### src/rtl/mem_arb_if.sv
// ---------------------------------------------------------------------------
// mem_arb_if
// Bundles the signals between the two requesters, the arbiter and the shared
// 16-bit memory port.
//
//   Requester side (per requester N = 0,1):
//     rN_req        level request, held until rN_ack
//     rN_addr       word address
//     rN_dati       write data
//     rN_we_hi/lo   byte-lane write enables (both low = read)
//     rN_ack        one-cycle completion pulse
//     rN_dato       read data, valid from ack until that requester's next ack
//   Memory side:
//     mem_addr, mem_dati, mem_oe, mem_we_hi, mem_we_lo   registered strobes
//     mem_dato      read data returned by the memory
//   Status:
//     busy          high whenever the arbiter is not idle
//
// Modports:
//   slave  - the arbiter (consumes requests, drives the memory port)
//   master - the environment (requesters plus memory model)
// ---------------------------------------------------------------------------
interface mem_arb_if #(
  parameter int AW = 24
);
  logic          r0_req;
  logic          r1_req;
  logic [AW-1:0] r0_addr;
  logic [AW-1:0] r1_addr;
  logic [15:0]   r0_dati;
  logic [15:0]   r1_dati;
  logic          r0_we_hi;
  logic          r0_we_lo;
  logic          r1_we_hi;
  logic          r1_we_lo;
  logic          r0_ack;
  logic          r1_ack;
  logic [15:0]   r0_dato;
  logic [15:0]   r1_dato;
  logic [AW-1:0] mem_addr;
  logic [15:0]   mem_dati;
  logic          mem_oe;
  logic          mem_we_hi;
  logic          mem_we_lo;
  logic [15:0]   mem_dato;
  logic          busy;

  modport slave (
    input  r0_req, r1_req, r0_addr, r1_addr, r0_dati, r1_dati,
           r0_we_hi, r0_we_lo, r1_we_hi, r1_we_lo, mem_dato,
    output r0_ack, r1_ack, r0_dato, r1_dato,
           mem_addr, mem_dati, mem_oe, mem_we_hi, mem_we_lo, busy
  );

  modport master (
    output r0_req, r1_req, r0_addr, r1_addr, r0_dati, r1_dati,
           r0_we_hi, r0_we_lo, r1_we_hi, r1_we_lo, mem_dato,
    input  r0_ack, r1_ack, r0_dato, r1_dato,
           mem_addr, mem_dati, mem_oe, mem_we_hi, mem_we_lo, busy
  );
endinterface

### src/rtl/mem_arb.sv
// ---------------------------------------------------------------------------
// mem_arb
// Round-robin arbiter and access sequencer for one shared 16-bit memory port.
// Requester 0 is the CPU memory IO engine, requester 1 the MCU/PI bulk path.
// A granted access holds the registered memory strobes for WAIT_CYC cycles,
// captures read data on the last strobe cycle and returns a one-cycle ack to
// the winner. One access occupies WAIT_CYC+2 cycles (IDLE, ACCESS x WAIT_CYC,
// DONE). All outputs come straight from flops.
//
// Parameters:
//   AW        address width
//   WAIT_CYC  cycles the memory strobe is held, 1..15
// Ports:
//   clk       system clock
//   sys_rst   asynchronous reset, active high
//   bus       mem_arb_if slave modport (requesters + memory port + busy)
// ---------------------------------------------------------------------------
module mem_arb #(
  parameter int AW       = 24,
  parameter int WAIT_CYC = 4
) (
  input logic      clk,
  input logic      sys_rst,
  mem_arb_if.slave bus
);

  localparam int               CNT_W    = 4;
  localparam logic [CNT_W-1:0] CNT_LOAD = CNT_W'(WAIT_CYC - 1);

  typedef enum logic [1:0] {
    IDLE   = 2'd0,
    ACCESS = 2'd1,
    DONE   = 2'd2
  } state_t;

  state_t           state_q, state_d;
  logic [CNT_W-1:0] cnt_q, cnt_d;
  logic             gnt_q, gnt_d;
  logic             last_q, last_d;
  logic [AW-1:0]    mem_addr_q, mem_addr_d;
  logic [15:0]      mem_dati_q, mem_dati_d;
  logic             mem_oe_q, mem_oe_d;
  logic             mem_we_hi_q, mem_we_hi_d;
  logic             mem_we_lo_q, mem_we_lo_d;
  logic             r0_ack_q, r0_ack_d;
  logic             r1_ack_q, r1_ack_d;
  logic [15:0]      r0_dato_q, r0_dato_d;
  logic [15:0]      r1_dato_q, r1_dato_d;
  logic             busy_q, busy_d;

  // Winner selection and its request fields
  logic             win;
  logic [AW-1:0]    win_addr;
  logic [15:0]      win_dati;
  logic             win_we_hi;
  logic             win_we_lo;

  // On a tie the requester not granted last time wins; otherwise whichever
  // single requester is asking. Only consumed in IDLE with a request present.
  always_comb begin
    win = bus.r1_req;
    if (bus.r0_req && bus.r1_req) begin
      win = ~last_q;
    end
    win_addr  = win ? bus.r1_addr  : bus.r0_addr;
    win_dati  = win ? bus.r1_dati  : bus.r0_dati;
    win_we_hi = win ? bus.r1_we_hi : bus.r0_we_hi;
    win_we_lo = win ? bus.r1_we_lo : bus.r0_we_lo;
  end

  // Next-state and output logic
  always_comb begin
    state_d     = state_q;
    cnt_d       = cnt_q;
    gnt_d       = gnt_q;
    last_d      = last_q;
    mem_addr_d  = mem_addr_q;
    mem_dati_d  = mem_dati_q;
    mem_oe_d    = mem_oe_q;
    mem_we_hi_d = mem_we_hi_q;
    mem_we_lo_d = mem_we_lo_q;
    r0_ack_d    = 1'b0;
    r1_ack_d    = 1'b0;
    r0_dato_d   = r0_dato_q;
    r1_dato_d   = r1_dato_q;

    unique case (state_q)
      IDLE: begin
        if (bus.r0_req || bus.r1_req) begin
          mem_addr_d  = win_addr;
          mem_dati_d  = win_dati;
          mem_we_hi_d = win_we_hi;
          mem_we_lo_d = win_we_lo;
          mem_oe_d    = ~(win_we_hi | win_we_lo);
          gnt_d       = win;
          last_d      = win;
          cnt_d       = CNT_LOAD;
          state_d     = ACCESS;
        end
      end

      ACCESS: begin
        if (cnt_q == '0) begin
          // Last strobe cycle: mem_dato is sampled here so the requester
          // sees it together with its ack.
          if (mem_oe_q) begin
            if (gnt_q) begin
              r1_dato_d = bus.mem_dato;
            end else begin
              r0_dato_d = bus.mem_dato;
            end
          end
          mem_oe_d    = 1'b0;
          mem_we_hi_d = 1'b0;
          mem_we_lo_d = 1'b0;
          r0_ack_d    = ~gnt_q;
          r1_ack_d    = gnt_q;
          state_d     = DONE;
        end else begin
          cnt_d = cnt_q - 1'b1;
        end
      end

      DONE: begin
        state_d = IDLE;
      end

      default: begin
        state_d = IDLE;
      end
    endcase

    busy_d = (state_d != IDLE);
  end

  // State and output registers; reset drops the strobes immediately
  always_ff @(posedge clk or posedge sys_rst) begin
    if (sys_rst) begin
      state_q     <= IDLE;
      cnt_q       <= '0;
      gnt_q       <= 1'b0;
      last_q      <= 1'b1;
      mem_addr_q  <= '0;
      mem_dati_q  <= '0;
      mem_oe_q    <= 1'b0;
      mem_we_hi_q <= 1'b0;
      mem_we_lo_q <= 1'b0;
      r0_ack_q    <= 1'b0;
      r1_ack_q    <= 1'b0;
      r0_dato_q   <= '0;
      r1_dato_q   <= '0;
      busy_q      <= 1'b0;
    end else begin
      state_q     <= state_d;
      cnt_q       <= cnt_d;
      gnt_q       <= gnt_d;
      last_q      <= last_d;
      mem_addr_q  <= mem_addr_d;
      mem_dati_q  <= mem_dati_d;
      mem_oe_q    <= mem_oe_d;
      mem_we_hi_q <= mem_we_hi_d;
      mem_we_lo_q <= mem_we_lo_d;
      r0_ack_q    <= r0_ack_d;
      r1_ack_q    <= r1_ack_d;
      r0_dato_q   <= r0_dato_d;
      r1_dato_q   <= r1_dato_d;
      busy_q      <= busy_d;
    end
  end

  assign bus.mem_addr  = mem_addr_q;
  assign bus.mem_dati  = mem_dati_q;
  assign bus.mem_oe    = mem_oe_q;
  assign bus.mem_we_hi = mem_we_hi_q;
  assign bus.mem_we_lo = mem_we_lo_q;
  assign bus.r0_ack    = r0_ack_q;
  assign bus.r1_ack    = r1_ack_q;
  assign bus.r0_dato   = r0_dato_q;
  assign bus.r1_dato   = r1_dato_q;
  assign bus.busy      = busy_q;

endmodule

### src/flat_wrapper.sv
// flat-port wrapper written by rule: the top's interface ports become plain ports
module mem_arb_flat 
#(
  parameter int AW       = 24,
  parameter int WAIT_CYC = 4
)
  (clk, sys_rst, bus_r0_req, bus_r1_req, bus_r0_addr, bus_r1_addr, bus_r0_dati, bus_r1_dati, bus_r0_we_hi, bus_r0_we_lo, bus_r1_we_hi, bus_r1_we_lo, bus_mem_dato, bus_r0_ack, bus_r1_ack, bus_r0_dato, bus_r1_dato, bus_mem_addr, bus_mem_dati, bus_mem_oe, bus_mem_we_hi, bus_mem_we_lo, bus_busy);
  mem_arb_if #(.AW(AW)) bus_i ();
  input logic clk;
  input logic sys_rst;
  input wire logic [$bits(bus_i.r0_req)-1:0] bus_r0_req;
  input wire logic [$bits(bus_i.r1_req)-1:0] bus_r1_req;
  input wire logic [$bits(bus_i.r0_addr)-1:0] bus_r0_addr;
  input wire logic [$bits(bus_i.r1_addr)-1:0] bus_r1_addr;
  input wire logic [$bits(bus_i.r0_dati)-1:0] bus_r0_dati;
  input wire logic [$bits(bus_i.r1_dati)-1:0] bus_r1_dati;
  input wire logic [$bits(bus_i.r0_we_hi)-1:0] bus_r0_we_hi;
  input wire logic [$bits(bus_i.r0_we_lo)-1:0] bus_r0_we_lo;
  input wire logic [$bits(bus_i.r1_we_hi)-1:0] bus_r1_we_hi;
  input wire logic [$bits(bus_i.r1_we_lo)-1:0] bus_r1_we_lo;
  input wire logic [$bits(bus_i.mem_dato)-1:0] bus_mem_dato;
  output wire logic [$bits(bus_i.r0_ack)-1:0] bus_r0_ack;
  output wire logic [$bits(bus_i.r1_ack)-1:0] bus_r1_ack;
  output wire logic [$bits(bus_i.r0_dato)-1:0] bus_r0_dato;
  output wire logic [$bits(bus_i.r1_dato)-1:0] bus_r1_dato;
  output wire logic [$bits(bus_i.mem_addr)-1:0] bus_mem_addr;
  output wire logic [$bits(bus_i.mem_dati)-1:0] bus_mem_dati;
  output wire logic [$bits(bus_i.mem_oe)-1:0] bus_mem_oe;
  output wire logic [$bits(bus_i.mem_we_hi)-1:0] bus_mem_we_hi;
  output wire logic [$bits(bus_i.mem_we_lo)-1:0] bus_mem_we_lo;
  output wire logic [$bits(bus_i.busy)-1:0] bus_busy;
  assign bus_i.r0_req = bus_r0_req;
  assign bus_i.r1_req = bus_r1_req;
  assign bus_i.r0_addr = bus_r0_addr;
  assign bus_i.r1_addr = bus_r1_addr;
  assign bus_i.r0_dati = bus_r0_dati;
  assign bus_i.r1_dati = bus_r1_dati;
  assign bus_i.r0_we_hi = bus_r0_we_hi;
  assign bus_i.r0_we_lo = bus_r0_we_lo;
  assign bus_i.r1_we_hi = bus_r1_we_hi;
  assign bus_i.r1_we_lo = bus_r1_we_lo;
  assign bus_i.mem_dato = bus_mem_dato;
  assign bus_r0_ack = bus_i.r0_ack;
  assign bus_r1_ack = bus_i.r1_ack;
  assign bus_r0_dato = bus_i.r0_dato;
  assign bus_r1_dato = bus_i.r1_dato;
  assign bus_mem_addr = bus_i.mem_addr;
  assign bus_mem_dati = bus_i.mem_dati;
  assign bus_mem_oe = bus_i.mem_oe;
  assign bus_mem_we_hi = bus_i.mem_we_hi;
  assign bus_mem_we_lo = bus_i.mem_we_lo;
  assign bus_busy = bus_i.busy;
  mem_arb #(.AW(AW), .WAIT_CYC(WAIT_CYC)) u_core (.clk(clk), .sys_rst(sys_rst), .bus(bus_i));
endmodule
### config.mk
export PLATFORM = sky130hd
export DESIGN_NAME = mem_arb_flat
export DESIGN_NICKNAME = d
export VERILOG_FILES = /design/src/rtl/mem_arb_if.sv /design/src/rtl/mem_arb.sv /design/src/flat_wrapper.sv
export SDC_FILE = /design/constraint.sdc
export NUM_CORES = 1
export LEC_CHECK = 0
export ABC_AREA = 1
export ABC_CLOCK_PERIOD_IN_PS = 2800
export CAP_MARGIN = 20
export CORE_UTILIZATION = 41
export DETAILED_ROUTE_END_ITERATION = 8
export HOLD_SLACK_MARGIN = 0.12
export PLACE_DENSITY = 0.81
export SYNTH_ARGS = -nofsm -noshare
export SYNTH_HDL_FRONTEND = slang
export SYNTH_SLANG_ARGS = --single-unit
### constraint.sdc
create_clock -name clk -period 2.8 [get_ports clk]
set_input_delay 0.42 -clock clk [delete_from_list [all_inputs] [get_ports clk]]
set_output_delay 0.42 -clock clk [all_outputs]
set_load 0.05 [all_outputs]
==> qor.log, run 1 <==
INFO  power          power.density=1330mW/mm^2
INFO  cells_and_area finish.utilization=66.4%
INFO  detailed_routing final_routed_wirelength=10.3mm
INFO  setup_path     worstPathBufferInverterCount=1
INFO  synthesis      mappedNetlistArea=0.00372mm^2
INFO  die            dieHeight=97.2um
INFO  clocking       post_cts_resize_count=0
INFO  sta            grt_setup_unrepaired=false
INFO  clocking       clk_path_buf_depth=2
INFO  power          vdd_ir_drop_max=646uV
INFO  global_route   grt_overflow_total=0
INFO  die            floorplan.die.width=97.2um
INFO  clocking       htreeDepth=3
INFO  setup_path     crit_required=2.38ns
INFO  die            starting_density=42.4%
INFO  cells_and_area final_layout_size_suffix_gt1_share=5.22%
INFO  detailed_routing avgViaCountPerCell=4.99
INFO  global_route   global_routing_usage_summed_across_all_routing_layers=22.1%
INFO  sta            maxSlewViolCount=0
INFO  cells_and_area n_fill_cell=714
INFO  global_route   antenna_found_initial=0
INFO  setup_path     critPathSlowestCell=sky130_fd_sc_hd__clkdlybuf4s50_1
INFO  synthesis      sequential_fraction_of_the_synthesis_area=57.9%
INFO  placement      place_congestion=0.757
INFO  setup_path     critical-path-top-delay-family=buffers and inverters
INFO  cells_and_area finalNetCount=714
INFO  setup_path     crit_path_cell_trace=clkdlybuf4s50_1
INFO  setup_path     setup.worst_path.start_class=flip-flop
INFO  sta            max_slew_margin=47.5%
INFO  synthesis      postSynthRegisterBits=86
INFO  clocking       tritoncts.num_buffers=9
INFO  global_route   grt_pass1_wl=16.9mm
INFO  setup_path     critPathArrivalTime=1.65ns
INFO  die            core-area=0.00876mm^2
INFO  clocking       later_pin_clock_latency_in_the_skew_report=0.34ns
INFO  detailed_routing routedWlPerCell=14.2um
INFO  sta            period_minus_slack=2.07ns
INFO  clocking       cts_tree=done
INFO  detailed_routing drt.antenna.violating_nets=0
INFO  synthesis      synthesis.nets=540
INFO  sta            hold_viol_final=0
INFO  sta            tightest_slew=0.786ns
INFO  clocking       cts_sinks=86
INFO  die            ioPinCount=182
INFO  clocking       hold_buffer_count_at_cts=0
INFO  cells_and_area n_antenna_cell=0
INFO  synthesis      synth-warning-count=0
INFO  synthesis      synthCells=434
INFO  run_status     status=finished, final reports clean
INFO  power          power_leakage=2.58nW
INFO  die            floorplan.die_area=0.00945mm^2
INFO  clocking       cts-root-buf=sky130_fd_sc_hd__clkbuf_8
INFO  setup_path     timing.setup.critical_path_class=flip-flop to output pin
INFO  sta            fin_setup_tns=0ns
INFO  synthesis      synth.avg_cell_area=8.57um^2
INFO  setup_path     worst_setup_path_end_kind=output pin
INFO  flow_run       timing.max_cap.violations=0
INFO  synthesis      ys_types=20
INFO  die            floorplan.rows=34
INFO  clocking       clk_pin_slew_worst_paths=0.09ns
INFO  detailed_routing firstDrtPassIters=5
INFO  cells_and_area synthToLayoutAreaGrowth=56.6%
INFO  global_route   grt_max_degree=47
INFO  sta            max_freq=0.483GHz
INFO  sta            setup-violations-final=0
INFO  worst_hold_path timing.hold.worst.class=flip-flop to flip-flop
INFO  detailed_routing detail_route.drc_violations=0
INFO  clocking       postCtsSetupRepairBufs=0
INFO  setup_path     worst_path_largest_cell_delay=0.86ns
INFO  detailed_routing drt_iter0_markers=219
INFO  detailed_routing routed-via-count=3,597
INFO  setup_path     worstPathMaxFanout=5
INFO  placement      detailed_place_hpwl=7.43mm
INFO  global_route   first_global_vias=3,575
INFO  sta            finalClockSkew=0.0130ns
INFO  placement      place.port_buffers=181
INFO  sta            fin_crit_sh=73.9%
==> layout by cell type, fill, tap and decap left out, types with 3 or more instances in the layout <==
master and instances:
sky130_fd_sc_hd__clkbuf_8 10, sky130_fd_sc_hd__nor2_1 47, sky130_fd_sc_hd__nand3_1 22, sky130_fd_sc_hd__dfrtp_1 85, sky130_fd_sc_hd__o21ai_1 42, sky130_fd_sc_hd__inv_1 9
sky130_fd_sc_hd__clkdlybuf4s50_1 181, sky130_fd_sc_hd__nand2_1 144, sky130_fd_sc_hd__o21ai_0 46, sky130_fd_sc_hd__buf_4 3
==> routing by layer <==
layer	share of wire, %	routed length (um)	up-vias	GRT usage, %
li1	-	-	1743	-
met1	41	4230	1669	27.3
met2	50	5120	166	37.6
met3	6.9	705	19	5.18
met4	2.0	208	0	8.26
met5	0	0	-	0
==> power breakdown <==
group	total [mW]	switching [mW]	internal [mW]
Sequential	2.22	0.362	1.85
Clock	0.955	0.425	0.529
Combinational	4.55	3.08	1.47
==> metrics by stage <==
step                std cells  instance area [um^2]  power, mW  worst slack (ns)  hold slack (ns)
finish                    721                  5820       7.72             0.730            0.476
global route              721                  5820       8.15             0.598            0.508
CTS                       721                  5820       7.77             0.718            0.478
detailed placement        705                  5600       6.80             0.741            0.459
global placement          705                  5600       6.71             0.827            0.455
floorplan                 434                  3720       5.19             0.160            0.447
==> registers in the layout, summed over array words and instances (netlist names), 2 cells and up <==
| name | count |
|---|---|
| u_core.state_q | 2 |
| u_core.bus.r1_dato | 16 |
| u_core.bus.mem_addr | 24 |
| u_core.bus.r0_dato | 16 |
| u_core.cnt_q | 4 |
| u_core.bus.mem_dati | 16 |
==> final timing paths <==
check                           cells past startpoint  slack (ns)                       to                   start
worst min-delay path                                2        0.48   u_core.bus.r1_dato[13]  u_core.bus.r1_dato[13]
worst max-delay path                                1        0.73               bus_mem_oe       u_core.bus.mem_oe
max in group asynchronous                           3        1.65   u_core.bus.mem_addr[4]                 sys_rst
worst min register to register                      2        0.48   u_core.bus.r1_dato[13]  u_core.bus.r1_dato[13]
min in group asynchronous                           2        0.53  u_core.bus.mem_dati[12]                 sys_rst
worst max register to register                      7        0.78    u_core.bus.r0_dato[8]         u_core.cnt_q[0]
==> synthesized netlist by cell type <==
master / instances / share of area (%)
sky130_fd_sc_hd__clkinv_1: 1 / 0.10
sky130_fd_sc_hd__ha_1: 2 / 0.67
sky130_fd_sc_hd__inv_2: 2 / 0.20
sky130_fd_sc_hd__nor3_4: 1 / 0.44
sky130_fd_sc_hd__nor2_2: 1 / 0.17
sky130_fd_sc_hd__dfrtp_1: 85 / 57
sky130_fd_sc_hd__buf_4: 1 / 0.20
sky130_fd_sc_hd__nand3_1: 22 / 3.0
sky130_fd_sc_hd__nand2_1: 144 / 15
sky130_fd_sc_hd__xor2_1: 1 / 0.24
sky130_fd_sc_hd__nor2_1: 47 / 4.7
sky130_fd_sc_hd__inv_1: 10 / 1.0
sky130_fd_sc_hd__nand3_2: 1 / 0.27
sky130_fd_sc_hd__dfstp_2: 1 / 0.71
sky130_fd_sc_hd__nand2_2: 2 / 0.34
sky130_fd_sc_hd__o21ai_1: 43 / 5.8
sky130_fd_sc_hd__nor2_4: 2 / 0.61
sky130_fd_sc_hd__o21ai_0: 46 / 6.2
sky130_fd_sc_hd__buf_2: 18 / 2.4
sky130_fd_sc_hd__buf_6: 4 / 1.2
==> cell type report <==
| cell class | instances | area [um^2] | area share, % |
|---|---|---|---|
| sequential | 86 | 2150 | 37.0 |
| timing repair buffer | 186 | 1870 | 32.2 |
| multi-input combinational | 312 | 1390 | 23.8 |
| clock buffer | 11 | 141 | 2.43 |
| tap | 108 | 135 | 2.32 |
| clock inverter | 5 | 82.6 | 1.42 |
| inverter | 13 | 50.0 | 0.860 |
==> cell families (layout without fill, tap and decap cells) <==
logic type               Yosys count  count (layout)  share of synthesized area, %
XOR/XNOR                           1               1                         0.236
flip-flops                        86              86                          57.9
AO/OA/AOI/OAI                     89              89                          12.0
buffers and inverters             36             215                          5.15
AND/OR/NAND/NOR                  220             220                          24.1
adder cells (fa/ha/maj)            2               2                         0.673
Note: power is estimated with default switching activity, not from simulation.
==> run 2: changes to the inputs <==
--- a/config.mk
+++ b/config.mk
@@ -6,12 +6,12 @@
 export NUM_CORES = 1
 export LEC_CHECK = 0
 export ABC_AREA = 1
-export ABC_CLOCK_PERIOD_IN_PS = 2800
+export ABC_CLOCK_PERIOD_IN_PS = 1780
 export CAP_MARGIN = 20
-export CORE_UTILIZATION = 41
+export CORE_UTILIZATION = 37
 export DETAILED_ROUTE_END_ITERATION = 8
 export HOLD_SLACK_MARGIN = 0.12
-export PLACE_DENSITY = 0.81
+export PLACE_DENSITY = 0.77
 export SYNTH_ARGS = -nofsm -noshare
 export SYNTH_HDL_FRONTEND = slang
 export SYNTH_SLANG_ARGS = --single-unit
==> constraint.sdc (replaced) <==
create_clock -name clk -period 1.78 [get_ports clk]
set_input_delay 0.267 -clock clk [delete_from_list [all_inputs] [get_ports clk]]
set_output_delay 0.267 -clock clk [all_outputs]
set_load 0.05 [all_outputs]
==> run 2 against run 1 <==
Compared with the run above:
- die area rose by 11%
- combinational power up 49%
- largest power group unchanged
- critical path depth up 6
==> qor.log, run 2 (synthesis results as in run 1) <==
INFO  die            ioPinCount=182 [unchanged]
INFO  detailed_routing avgViaCountPerCell=4.78 [was 4.99]
INFO  clocking       clk_path_buf_depth=2 [unchanged]
INFO  setup_path     reg_to_reg_start=u_core.cnt_q[0] [unchanged]
INFO  cells_and_area mostFrequentLayoutCell=sky130_fd_sc_hd__nand2_1 [was sky130_fd_sc_hd__clkdlybuf4s50_1]
INFO  die            floorplan.rows=36 [was 34]
INFO  cells_and_area final_cell_area=0.00584mm^2 [was 0.00582 mm^2]
INFO  power          internal_power=5.51mW [was 3.85 mW]
INFO  cells_and_area layout_common_cells=sky130_fd_sc_hd__nand2_1, sky130_fd_sc_hd__clkdlybuf4s50_1, sky130_fd_sc_hd__dfrtp_1, sky130_fd_sc_hd__dlygate4sd2_1, sky130_fd_sc_hd__nor2_1 [was sky130_fd_sc_hd__clkdlybuf4s50_1, sky130_fd_sc_hd__nand2_1, sky130_fd_sc_hd__dfrtp_1, sky130_fd_sc_hd__nor2_1, sky130_fd_sc_hd__o21ai_0]
INFO  die            core-area=0.00977mm^2 [was 0.00876 mm^2]
INFO  detailed_routing detail_route.drc_violations=0 [unchanged]
INFO  cells_and_area final_layout_size_suffix_gt1_share=10.3% [was 5.22%]
INFO  placement      place_area=0.00567mm^2 [was 0.00560 mm^2]
INFO  sta            grt_setup_unrepaired=false [unchanged]
INFO  die            floorplan.die.width=102um [was 97.2 um]
INFO  detailed_routing drt.antenna.violating_nets=0 [unchanged]
INFO  clocking       hold_buffer_count_at_cts=0 [unchanged]
INFO  power          vdd_ir_drop_max=910uV [was 646 uV]
INFO  sta            tightest_slew=0.579ns [was 0.786 ns]
INFO  power          net_load_switching_power=6.13mW [was 3.86 mW]
INFO  clocking       cts-root-buf=sky130_fd_sc_hd__clkbuf_8 [unchanged]
INFO  clocking       cts_sinks=86 [unchanged]
INFO  setup_path     worst_setup_path_end_kind=flip-flop [was output pin]
INFO  cells_and_area n_fill_cell=878 [was 714]
INFO  detailed_routing final_routed_wirelength=10.4mm [was 10.3 mm]
INFO  setup_path     ff2ff_setup_slack=0.24ns [was 0.78 ns]
INFO  global_route   grt_max_degree=45 [was 47]
INFO  setup_path     timing.setup.critical_path_class=flip-flop to flip-flop [was flip-flop to output pin]
INFO  die            starting_density=38.0% [was 42.4%]
INFO  placement      place_worst_setup_slack=-0.0312ns [was 0.741 ns]
INFO  setup_path     crit_required=2.02ns [was 2.38 ns]
INFO  cells_and_area n_antenna_cell=0 [unchanged]
INFO  placement      place_congestion=0.798 [was 0.757]
INFO  power          clock_power_share=12.0% [was 12.4%]
INFO  detailed_routing routed-via-count=3,610 [was 3,597]
INFO  clocking       cts_tree=done [unchanged]
INFO  placement      detailed_place_hpwl=7.81mm [was 7.43 mm]
INFO  global_route   global_routing_usage_summed_across_all_routing_layers=20.8% [was 22.1%]
INFO  setup_path     setup.worst_path.start_class=flip-flop [unchanged]
INFO  clocking       later_pin_clock_latency_in_the_skew_report=0.35ns [was 0.34 ns]
INFO  global_route   antenna_found_initial=0 [unchanged]
INFO  cells_and_area synthToLayoutAreaGrowth=57.1% [was 56.6%]
INFO  clocking       clk_pin_slew_worst_paths=0.08ns [was 0.09 ns]
INFO  run_status     status=finished, final reports clean [unchanged]
INFO  power          p_sw_share=52.7% [was 50.1%]
INFO  setup_path     worst_r2r_path_depth=7 [unchanged]
INFO  placement      place.port_buffers=181 [unchanged]
INFO  global_route   grt_pass1_wl=16.8mm [was 16.9 mm]
INFO  detailed_routing drt_iter0_markers=104 [was 219]
INFO  cells_and_area largest_register_ffs=24 [unchanged]
INFO  cells_and_area finalNetCount=723 [was 714]
INFO  global_route   first_global_vias=3,604 [was 3,575]
INFO  die            dieHeight=102um [was 97.2 um]
INFO  setup_path     worst_r2r_endpoint=u_core.bus.r1_dato[8] [was u_core.bus.r0_dato[8]]
INFO  detailed_routing routedWlPerCell=13.8um [was 14.2 um]
INFO  sta            hold_viol_final=0 [unchanged]
INFO  setup_path     critPathArrivalTime=1.78ns [was 1.65 ns]
INFO  power          p_seq_share=29.8% [was 28.7%]
INFO  power          power.density=1990mW/mm^2 [was 1330 mW/mm^2]
INFO  clocking       post_cts_resize_count=49 [was 0]
INFO  sta            worst_slack=0.241ns [was 0.730 ns]
INFO  sta            max_slew_margin=61.4% [was 47.5%]
INFO  power          power_leakage=2.75nW [was 2.58 nW]
INFO  detailed_routing firstDrtPassIters=4 [was 5]
INFO  sta            maxSlewViolCount=0 [unchanged]
INFO  sta            max_freq=0.650GHz
INFO  setup_path     worstPathMaxFanout=16 [was 5]
INFO  clocking       postCtsSetupRepairBufs=0 [unchanged]
INFO  sta            setup-violations-final=0 [unchanged]
INFO  clocking       htreeDepth=3 [unchanged]
INFO  sta            fin_crit_sh=86.4%
INFO  worst_hold_path timing.hold.worst.class=input pin to asynchronous set/reset pin [was flip-flop to flip-flop]
INFO  sta            finalClockSkew=0.0147ns [was 0.0130 ns]
INFO  power          power.share.combinational=58.2% [was 58.9%]
INFO  flow_run       timing.max_cap.violations=0 [unchanged]
INFO  clocking       tritoncts.num_buffers=9 [unchanged]
INFO  sta            period_minus_slack=1.54ns
INFO  die            floorplan.die_area=0.0105mm^2 [was 0.00945 mm^2]
INFO  global_route   grt_overflow_total=0 [unchanged]
-- run 2: routing by layer --
| metal | global-route usage [%] | part of all wire, % |
|---|---|---|
| met1 | 24.2 | 41 |
| met3 | 5.34 | 6.8 |
| met5 | 0 | 0 |
| met2 | 38.0 | 51 |
| met4 | 5.38 | 1.2 |
-- run 2: area by class of cell --
| type | instances | area [um^2] | area share [%] |
|---|---|---|---|
| inverters | 13 | 52.6 | 0.900 |
| multi-input cells | 312 | 1390 | 23.8 |
| well taps | 133 | 166 | 2.85 |
| clock buffers | 10 | 138 | 2.36 |
| repair buffers | 195 | 1870 | 32.0 |
| flip-flops and latches | 86 | 2150 | 36.9 |
| clock inverters | 6 | 70.1 | 1.20 |
-- run 2: worst max-delay path, cell delays in order, from the launching register on --
cell	delay, ns
sky130_fd_sc_hd__dfrtp_1	0.37
sky130_fd_sc_hd__inv_1	0.14
sky130_fd_sc_hd__ha_1	0.20
sky130_fd_sc_hd__nand2_1	0.11
sky130_fd_sc_hd__nor2_4	0.20
sky130_fd_sc_hd__nand2_2	0.23
sky130_fd_sc_hd__nand2_1	0.13
sky130_fd_sc_hd__nand2_1	0.05
-- run 2: how the worst max path moves through the flow --
stage | start | endpoint | slack (ns) | depth (start not counted)
after floorplan | u_core.bus.mem_oe | u_core.bus.r0_dato[0] | 0.37 | 5
after global placement | bus_r0_req | u_core.bus.mem_dati[14] | 0.08 | 6
after detailed placement | bus_r0_req | u_core.bus.mem_addr[11] | -0.03 | 6
after CTS | u_core.bus.r1_dato[12] | bus_r1_dato[12] | 0.0003 | 1
after global routing | u_core.cnt_q[0] | u_core.bus.r1_dato[10] | 0.03 | 7
final | u_core.cnt_q[0] | u_core.bus.r1_dato[8] | 0.24 | 7
-- run 2: power groups by stage --
stage                     sequential (mW)  combinational [mW]  clock [mW]
final                                3.47                6.77        1.40
after global routing                 3.58                7.28        1.52
after CTS                            3.47                6.83        1.43
after detailed placement             3.50                7.22           0
after global placement               3.51                7.06           0
after floorplan                      6.46                1.70           0
-- run 2: stage by stage --
step	hold WS (ns)	utilization (%)	std cells	total power, mW	TNS [ns]
finish	0.261	59.8	755	11.6	0
global route	0.287	59.8	755	12.4	0
CTS	0.243	59.5	755	11.7	0
detailed placement	0.459	58.0	739	10.7	-0.0595
global placement	0.456	58.0	739	10.6	0
floorplan	0.377	-	434	8.16	0
